**src/rtl/clock_display_pkg.sv**
```systemverilog
// clock_display_pkg: shared constants and types for the
// six-digit clock display scanner and hourly chime.
package clock_display_pkg;

  localparam int NUM_DIGITS = 6;

  localparam logic [5:0] AN_OFF  = 6'h3F;
  localparam logic [7:0] SEG_OFF = 8'hFF;

  // Active-low {g,f,e,d,c,b,a}
  localparam logic [6:0] SEG_BLANK = 7'h7F;
  localparam logic [6:0] SEG_0     = 7'h40;
  localparam logic [6:0] SEG_1     = 7'h79;
  localparam logic [6:0] SEG_2     = 7'h24;
  localparam logic [6:0] SEG_3     = 7'h30;
  localparam logic [6:0] SEG_4     = 7'h19;
  localparam logic [6:0] SEG_5     = 7'h12;
  localparam logic [6:0] SEG_6     = 7'h02;
  localparam logic [6:0] SEG_7     = 7'h78;
  localparam logic [6:0] SEG_8     = 7'h00;
  localparam logic [6:0] SEG_9     = 7'h10;

  // Decimal points sit after hour units and minute units
  localparam logic [5:0] DP_DIGITS = 6'b010100;

  localparam logic [2:0] LAST_DIGIT = 3'(NUM_DIGITS - 1);

  typedef enum logic [1:0] {
    BZ_IDLE,
    BZ_ON,
    BZ_OFF
  } buzz_state_t;

  function automatic logic [5:0] digit_sel(
    input logic [2:0] idx
  );
    return ~(6'd1 << idx);
  endfunction

endpackage

```
**src/rtl/clock_display_scan_if.sv**
```systemverilog
// clock_display_scan_if: time inputs, scan enable,
// chime request and display/buzzer outputs.
interface clock_display_scan_if;

  logic       en;
  logic [7:0] hour;
  logic [7:0] min;
  logic [7:0] sec;
  logic       tweet;
  logic [5:0] an;
  logic [7:0] seg;
  logic       buzzer;

  modport master (
    output en, hour, min, sec, tweet,
    input  an, seg, buzzer
  );

  modport slave (
    input  en, hour, min, sec, tweet,
    output an, seg, buzzer
  );

endinterface

```
**src/rtl/seg7_decode.sv**
```systemverilog
// seg7_decode: BCD nibble to active-low 7-segment
// pattern; non-decimal nibbles render blank.
module seg7_decode
  import clock_display_pkg::*;
(
  input  logic [3:0] nib,
  output logic [6:0] pat
);

  always_comb begin
    pat = SEG_BLANK;
    case (nib)
      4'd0: pat = SEG_0;
      4'd1: pat = SEG_1;
      4'd2: pat = SEG_2;
      4'd3: pat = SEG_3;
      4'd4: pat = SEG_4;
      4'd5: pat = SEG_5;
      4'd6: pat = SEG_6;
      4'd7: pat = SEG_7;
      4'd8: pat = SEG_8;
      4'd9: pat = SEG_9;
      default: pat = SEG_BLANK;
    endcase
  end

endmodule

```
**src/rtl/clock_display_scan.sv**
```systemverilog
// clock_display_scan: multiplexed hh.mm.ss display
// scanner with tear-free frames and an hourly chime.
module clock_display_scan
  import clock_display_pkg::*;
#(
  parameter int SCAN_DIV = 4,
  parameter int BEEP_LEN = 8,
  parameter int BEEP_NUM = 2
) (
  input logic clk,
  input logic rst_n,
  clock_display_scan_if.slave io
);

  localparam int PW = $clog2(SCAN_DIV);
  localparam int TW = $clog2(BEEP_LEN + 1);
  localparam int BW = $clog2(BEEP_NUM + 1);

  localparam logic [PW-1:0] P_LAST = PW'(SCAN_DIV - 1);
  localparam logic [TW-1:0] T_LAST = TW'(BEEP_LEN - 1);
  localparam logic [BW-1:0] B_NUM  = BW'(BEEP_NUM);

  logic [PW-1:0] presc;
  logic [2:0]    idx;
  logic [23:0]   snap;
  logic          tick;
  logic [3:0]    nib;
  logic [6:0]    pat;
  logic [5:0]    an_q;
  logic [7:0]    seg_q;

  assign tick = io.en && (presc == P_LAST);

  // Snapshot refreshes only at the frame wrap
  always_ff @(posedge clk or negedge rst_n) begin
    if (!rst_n) begin
      presc <= P_LAST;
      idx   <= LAST_DIGIT;
      snap  <= '0;
    end else if (io.en) begin
      if (tick) begin
        presc <= '0;
        if (idx == LAST_DIGIT) begin
          idx  <= 3'd0;
          snap <= {io.hour, io.min, io.sec};
        end else begin
          idx <= idx + 3'd1;
        end
      end else begin
        presc <= presc + PW'(1);
      end
    end
  end

  always_comb begin
    nib = snap[3:0];
    case (idx)
      3'd1: nib = snap[7:4];
      3'd2: nib = snap[11:8];
      3'd3: nib = snap[15:12];
      3'd4: nib = snap[19:16];
      3'd5: nib = snap[23:20];
      default: nib = snap[3:0];
    endcase
  end

  seg7_decode u_dec (
    .nib (nib),
    .pat (pat)
  );

  always_ff @(posedge clk or negedge rst_n) begin
    if (!rst_n) begin
      an_q  <= AN_OFF;
      seg_q <= SEG_OFF;
    end else if (!io.en) begin
      an_q  <= AN_OFF;
      seg_q <= SEG_OFF;
    end else begin
      an_q  <= digit_sel(idx);
      seg_q <= {~DP_DIGITS[idx], pat};
    end
  end

  assign io.an  = an_q;
  assign io.seg = seg_q;

  buzz_state_t   state;
  logic [TW-1:0] timer;
  logic [BW-1:0] beeps;
  logic          tweet_q;
  logic          buz_q;
  logic          tweet_rise;

  assign tweet_rise = io.tweet && !tweet_q;

  always_ff @(posedge clk or negedge rst_n) begin
    if (!rst_n) begin
      state   <= BZ_IDLE;
      timer   <= '0;
      beeps   <= '0;
      tweet_q <= 1'b0;
      buz_q   <= 1'b0;
    end else begin
      tweet_q <= io.tweet;
      unique case (state)
        BZ_IDLE: begin
          if (tweet_rise) begin
            state <= BZ_ON;
            timer <= '0;
            beeps <= '0;
            buz_q <= 1'b1;
          end
        end
        BZ_ON: begin
          if (timer == T_LAST) begin
            state <= BZ_OFF;
            timer <= '0;
            beeps <= beeps + BW'(1);
            buz_q <= 1'b0;
          end else begin
            timer <= timer + TW'(1);
          end
        end
        BZ_OFF: begin
          if (timer == T_LAST) begin
            timer <= '0;
            if (beeps < B_NUM) begin
              state <= BZ_ON;
              buz_q <= 1'b1;
            end else begin
              state <= BZ_IDLE;
              beeps <= '0;
            end
          end else begin
            timer <= timer + TW'(1);
          end
        end
        default: begin
          state <= BZ_IDLE;
          buz_q <= 1'b0;
        end
      endcase
    end
  end

  assign io.buzzer = buz_q;

endmodule

```
**src/flat_wrapper.sv**
```systemverilog
// flat-port wrapper written by rule: the top's interface ports become plain ports
module clock_display_scan_flat import clock_display_pkg::*;
#(
  parameter int SCAN_DIV = 4,
  parameter int BEEP_LEN = 8,
  parameter int BEEP_NUM = 2
)
  (clk, rst_n, io_en, io_hour, io_min, io_sec, io_tweet, io_an, io_seg, io_buzzer);
  clock_display_scan_if io_i ();
  input logic clk;
  input logic rst_n;
  input wire logic [$bits(io_i.en)-1:0] io_en;
  input wire logic [$bits(io_i.hour)-1:0] io_hour;
  input wire logic [$bits(io_i.min)-1:0] io_min;
  input wire logic [$bits(io_i.sec)-1:0] io_sec;
  input wire logic [$bits(io_i.tweet)-1:0] io_tweet;
  output wire logic [$bits(io_i.an)-1:0] io_an;
  output wire logic [$bits(io_i.seg)-1:0] io_seg;
  output wire logic [$bits(io_i.buzzer)-1:0] io_buzzer;
  assign io_i.en = io_en;
  assign io_i.hour = io_hour;
  assign io_i.min = io_min;
  assign io_i.sec = io_sec;
  assign io_i.tweet = io_tweet;
  assign io_an = io_i.an;
  assign io_seg = io_i.seg;
  assign io_buzzer = io_i.buzzer;
  clock_display_scan #(.SCAN_DIV(SCAN_DIV), .BEEP_LEN(BEEP_LEN), .BEEP_NUM(BEEP_NUM)) u_core (.clk(clk), .rst_n(rst_n), .io(io_i));
endmodule
```
**config.mk**
```make
export PLATFORM = sky130hd
export DESIGN_NAME = clock_display_scan_flat
export DESIGN_NICKNAME = d
export VERILOG_FILES = /design/src/rtl/clock_display_pkg.sv /design/src/rtl/clock_display_scan_if.sv /design/src/rtl/seg7_decode.sv /design/src/rtl/clock_display_scan.sv /design/src/flat_wrapper.sv
export SDC_FILE = /design/constraint.sdc
export NUM_CORES = 1
export LEC_CHECK = 0
export CAP_MARGIN = 15
export CELL_PAD_IN_SITES_DETAIL_PLACEMENT = 2
export CELL_PAD_IN_SITES_GLOBAL_PLACEMENT = 2
export CORE_MARGIN = 5
export CORE_UTILIZATION = 35
export CTS_BUF_LIST = sky130_fd_sc_hd__clkbuf_16
export DETAILED_ROUTE_END_ITERATION = 8
export PLACE_DENSITY_LB_ADDON = 0.05
export SKIP_CTS_REPAIR_TIMING = 1
export SYNTH_ARGS = -nofsm -noshare
export SYNTH_HDL_FRONTEND = slang
export SYNTH_SLANG_ARGS = --single-unit
```
**constraint.sdc**
```tcl
create_clock -name clk -period 3.6 [get_ports clk]
set_input_delay 0.72 -clock clk [delete_from_list [all_inputs] [get_ports clk]]
set_output_delay 0.72 -clock clk [all_outputs]
set_load 0.01 [all_outputs]
```
==> results.ini <==
[clocking]
clk_transition_reported_paths_ns = 0.07
ctsLongestPathBuffers = 2
clock_latency_ns = 0.29
htree_levels = 2
tritoncts_clock_tree = done
cts.sink_count = 53
clk_root_buffer_cell = sky130_fd_sc_hd__clkbuf_16
cts_made_buffers = 5

[pwr]
design_power_total_mw = 3.06
clock_group_share_of_total_power = 0.167
seq_power_share = 0.360
p_sw_mw = 1.16
vdd.ir_drop.worst_v = 0.000248
powerDensity_nw_per_um2 = 919
comb_power_share = 0.473
p_leak_nw = 1.44
internal_power_mw = 1.90
power.share.switching = 0.379

[timing]
timing.final.max_slew_violations = 0
rsz0062_at_grt = no
finalWorstSetupSlack_ns = 0.825
worst_hold_slack_ns = 0.448
timing.final.setup_violations = 0
timing.final.hold_violations = 0
worst-slew-pin-transition_ns = 0.641
fin_tns_setup_ns = 0
min_period_over_period = 0.771
worst_clock_skew_ns = 0.00769
relSlewSlack = 0.573
timing.fmax_mhz = 360
period_minus_slack_ns = 2.77

[yosys]
synth.avg_cell_area_um2 = 11.8
synthDominantCellAreaShare = 0.328
synth_enable_flop_cells = 0
ys_top_cells_by_area = sky130_fd_sc_hd__dfrtp_1, sky130_fd_sc_hd__dfstp_2, sky130_fd_sc_hd__mux2_2, sky130_fd_sc_hd__ha_1, sky130_fd_sc_hd__o32ai_4
synth_largest_area_cell = sky130_fd_sc_hd__dfrtp_1
synth_top_flop_cell = sky130_fd_sc_hd__dfrtp_1
synth-async-reset-ratio = 1.00
synth-seq-area-share = 0.504
syn-num-nets = 265
yosysUniqueCellTypes = 51
synth-seq-cells = 53
yosys_synthesis_warning_count = 0
synth_area_um2 = 2670
syn_inst = 227

[worst_setup_path]
worstSetupEndpointType = flip-flop
start_kind = flip-flop
critPathLaunch = u_core.idx[0]
criticalPathCategory = flip-flop to flip-flop
crit_required_ns = 3.82
path_buf_inv = 0
max_stage_delay_ns = 0.77
timing.critical_path.cells = and2_1 -> ha_1 -> nand2b_1 -> a31oi_1 -> o211a_1 -> nor2_1 -> ha_1 -> o21a_1 -> o21ai_0
critical_path_peak_fanout = 22
r2r_start = u_core.idx[0]
critical_path.slowest_cell = sky130_fd_sc_hd__dfstp_2
worst-endpoint-arrival_ns = 2.99
crit_top_cell = sky130_fd_sc_hd__ha_1
top_delay_family_on_crit_path = flip-flops

[drt]
route.final.wire_length_um = 6300
remaining_number_of_nets_flagged_by_the_antenna_check_after_routing = 0
via_per_inst = 5.04
drt_pass1_iterations = 4
num_vias = 1849
post-route-drc-count = 0
drt-initial-drc-count = 15
routed_wire_length_per_instance_um = 17.2

[die]
pin_count = 43
die_area_um2 = 9490
floorplan.initialDensity = 0.365
die_x_um = 97.4
die-height_um = 97.4
core.rowCount = 31
core-area_um2 = 7330

[final_layout]
nNetsFinal = 305
num_antenna_cells = 0
most-common-layout-cells = sky130_fd_sc_hd__clkdlybuf4s50_1, sky130_fd_sc_hd__dfrtp_1, sky130_fd_sc_hd__mux2_2
final_cell_count_no_fill = 367
layout-drive-gt1-share = 0.265
area_delta_synth_final_pct = 24.3
fillerInstances = 747
layout.core_utilization = 0.453
postLayoutCellArea_um2 = 3320
layout_commonest_cell = sky130_fd_sc_hd__clkdlybuf4s50_1

[place]
placed_cells_incl_taps = 359
buffer_ports.inserted = 42
placed_area_um2 = 3160
globalplace.congestion = 0.741
dp_hpwl_um = 4630
preCtsSetupSlack_ns = 0.851

[global_route]
grt_start_max_net_pins = 29
grtUsageTotal = 0.140
global_route_wire_length_before_repair_um = 10800
grt_pass1_vias = 2122
initial_antenna_violation_count = 0
global_route.overflow_total = 0

[job]
count_of_maximum_capacitance_violations = 0

[run_status]
run_status = finished clean

[hold_path]
worstHoldPathType = primary input to async pin

-- synth_stat cells (2+ instances only) --
master,count
sky130_fd_sc_hd__a211oi_1,2
sky130_fd_sc_hd__o22ai_1,2
sky130_fd_sc_hd__a22o_1,3
sky130_fd_sc_hd__buf_6,3
sky130_fd_sc_hd__nor2_1,10
sky130_fd_sc_hd__inv_1,7
sky130_fd_sc_hd__a21oi_1,8
sky130_fd_sc_hd__a21o_1,4
sky130_fd_sc_hd__o21ai_0,11
sky130_fd_sc_hd__ha_1,10
sky130_fd_sc_hd__dfrtp_1,35
sky130_fd_sc_hd__nand2b_1,5
sky130_fd_sc_hd__buf_2,4
sky130_fd_sc_hd__nand3_1,5
sky130_fd_sc_hd__o21ai_1,2
sky130_fd_sc_hd__nand2_1,21
sky130_fd_sc_hd__mux2_2,28
sky130_fd_sc_hd__and3b_1,2
sky130_fd_sc_hd__clkbuf_1,5
sky130_fd_sc_hd__dfstp_2,18
sky130_fd_sc_hd__nor2b_1,2
sky130_fd_sc_hd__or2_2,2
sky130_fd_sc_hd__nand3b_1,4
sky130_fd_sc_hd__o211ai_1,3
sky130_fd_sc_hd__o32ai_4,3
sky130_fd_sc_hd__mux2i_1,3
-- flip-flops by register name (all words and copies together) (netlist names) --
register          flops
u_core.state          2
u_core.timer          4
u_core.beeps          2
u_core.io.seg         8
u_core.idx            3
u_core.snap          24
u_core.io.buzzer      1
u_core.tweet_q        1
u_core.presc          2
u_core.io.an          6
-- power groups by stage --
stage	sequential, mW	clock (mW)	combinational, mW
after floorplan	1.02	0	1.12
after global placement	1.10	0	1.42
after detailed placement	1.11	0	1.46
after CTS	1.11	0.528	1.47
after global routing	1.14	0.557	1.61
final	1.10	0.510	1.45
-- cells by family after synthesis --
kind of cell | synth area share
compound gates | 0.157
xor+xnor | 0.00655
fa+ha+maj | 0.0468
buf+inv | 0.0412
flops | 0.504
mux | 0.129
simple gates | 0.115
-- worst paths after layout --
kind	to	slack, ns	cells after the start
setup / recovery	u_core.io.seg[1]	0.83	9
hold / removal	u_core.snap[4]	0.45	1
setup reg to reg	u_core.io.seg[1]	0.83	9
hold reg to reg	u_core.presc[1]	0.48	2
max in group asynchronous	u_core.snap[3]	2.41	2
min in group clk	u_core.presc[1]	0.48	2
-- cell type report --
cell class              instances  area (um^2)  share of cell area
flip-flops and latches         53         1350               0.406
repair buffers                 46          445               0.134
clock buffers                   6          150              0.0452
inverters                       8         30.0             0.00903
clock inverters                 2         11.3             0.00339
multi-input cells             153         1210               0.365
well taps                      99          124              0.0373
-- routing by layer --
layer / global-route usage / share of wire / up-vias
met1: 0.185 / 0.46 / 930
met2: 0.235 / 0.50 / 32
met4: 0.0288 / 0.0075 / 0
li1: - / - / 883
met3: 0.0337 / 0.033 / 4
met5: 0 / 0 / -
Power figures use the tool's default switching activity.
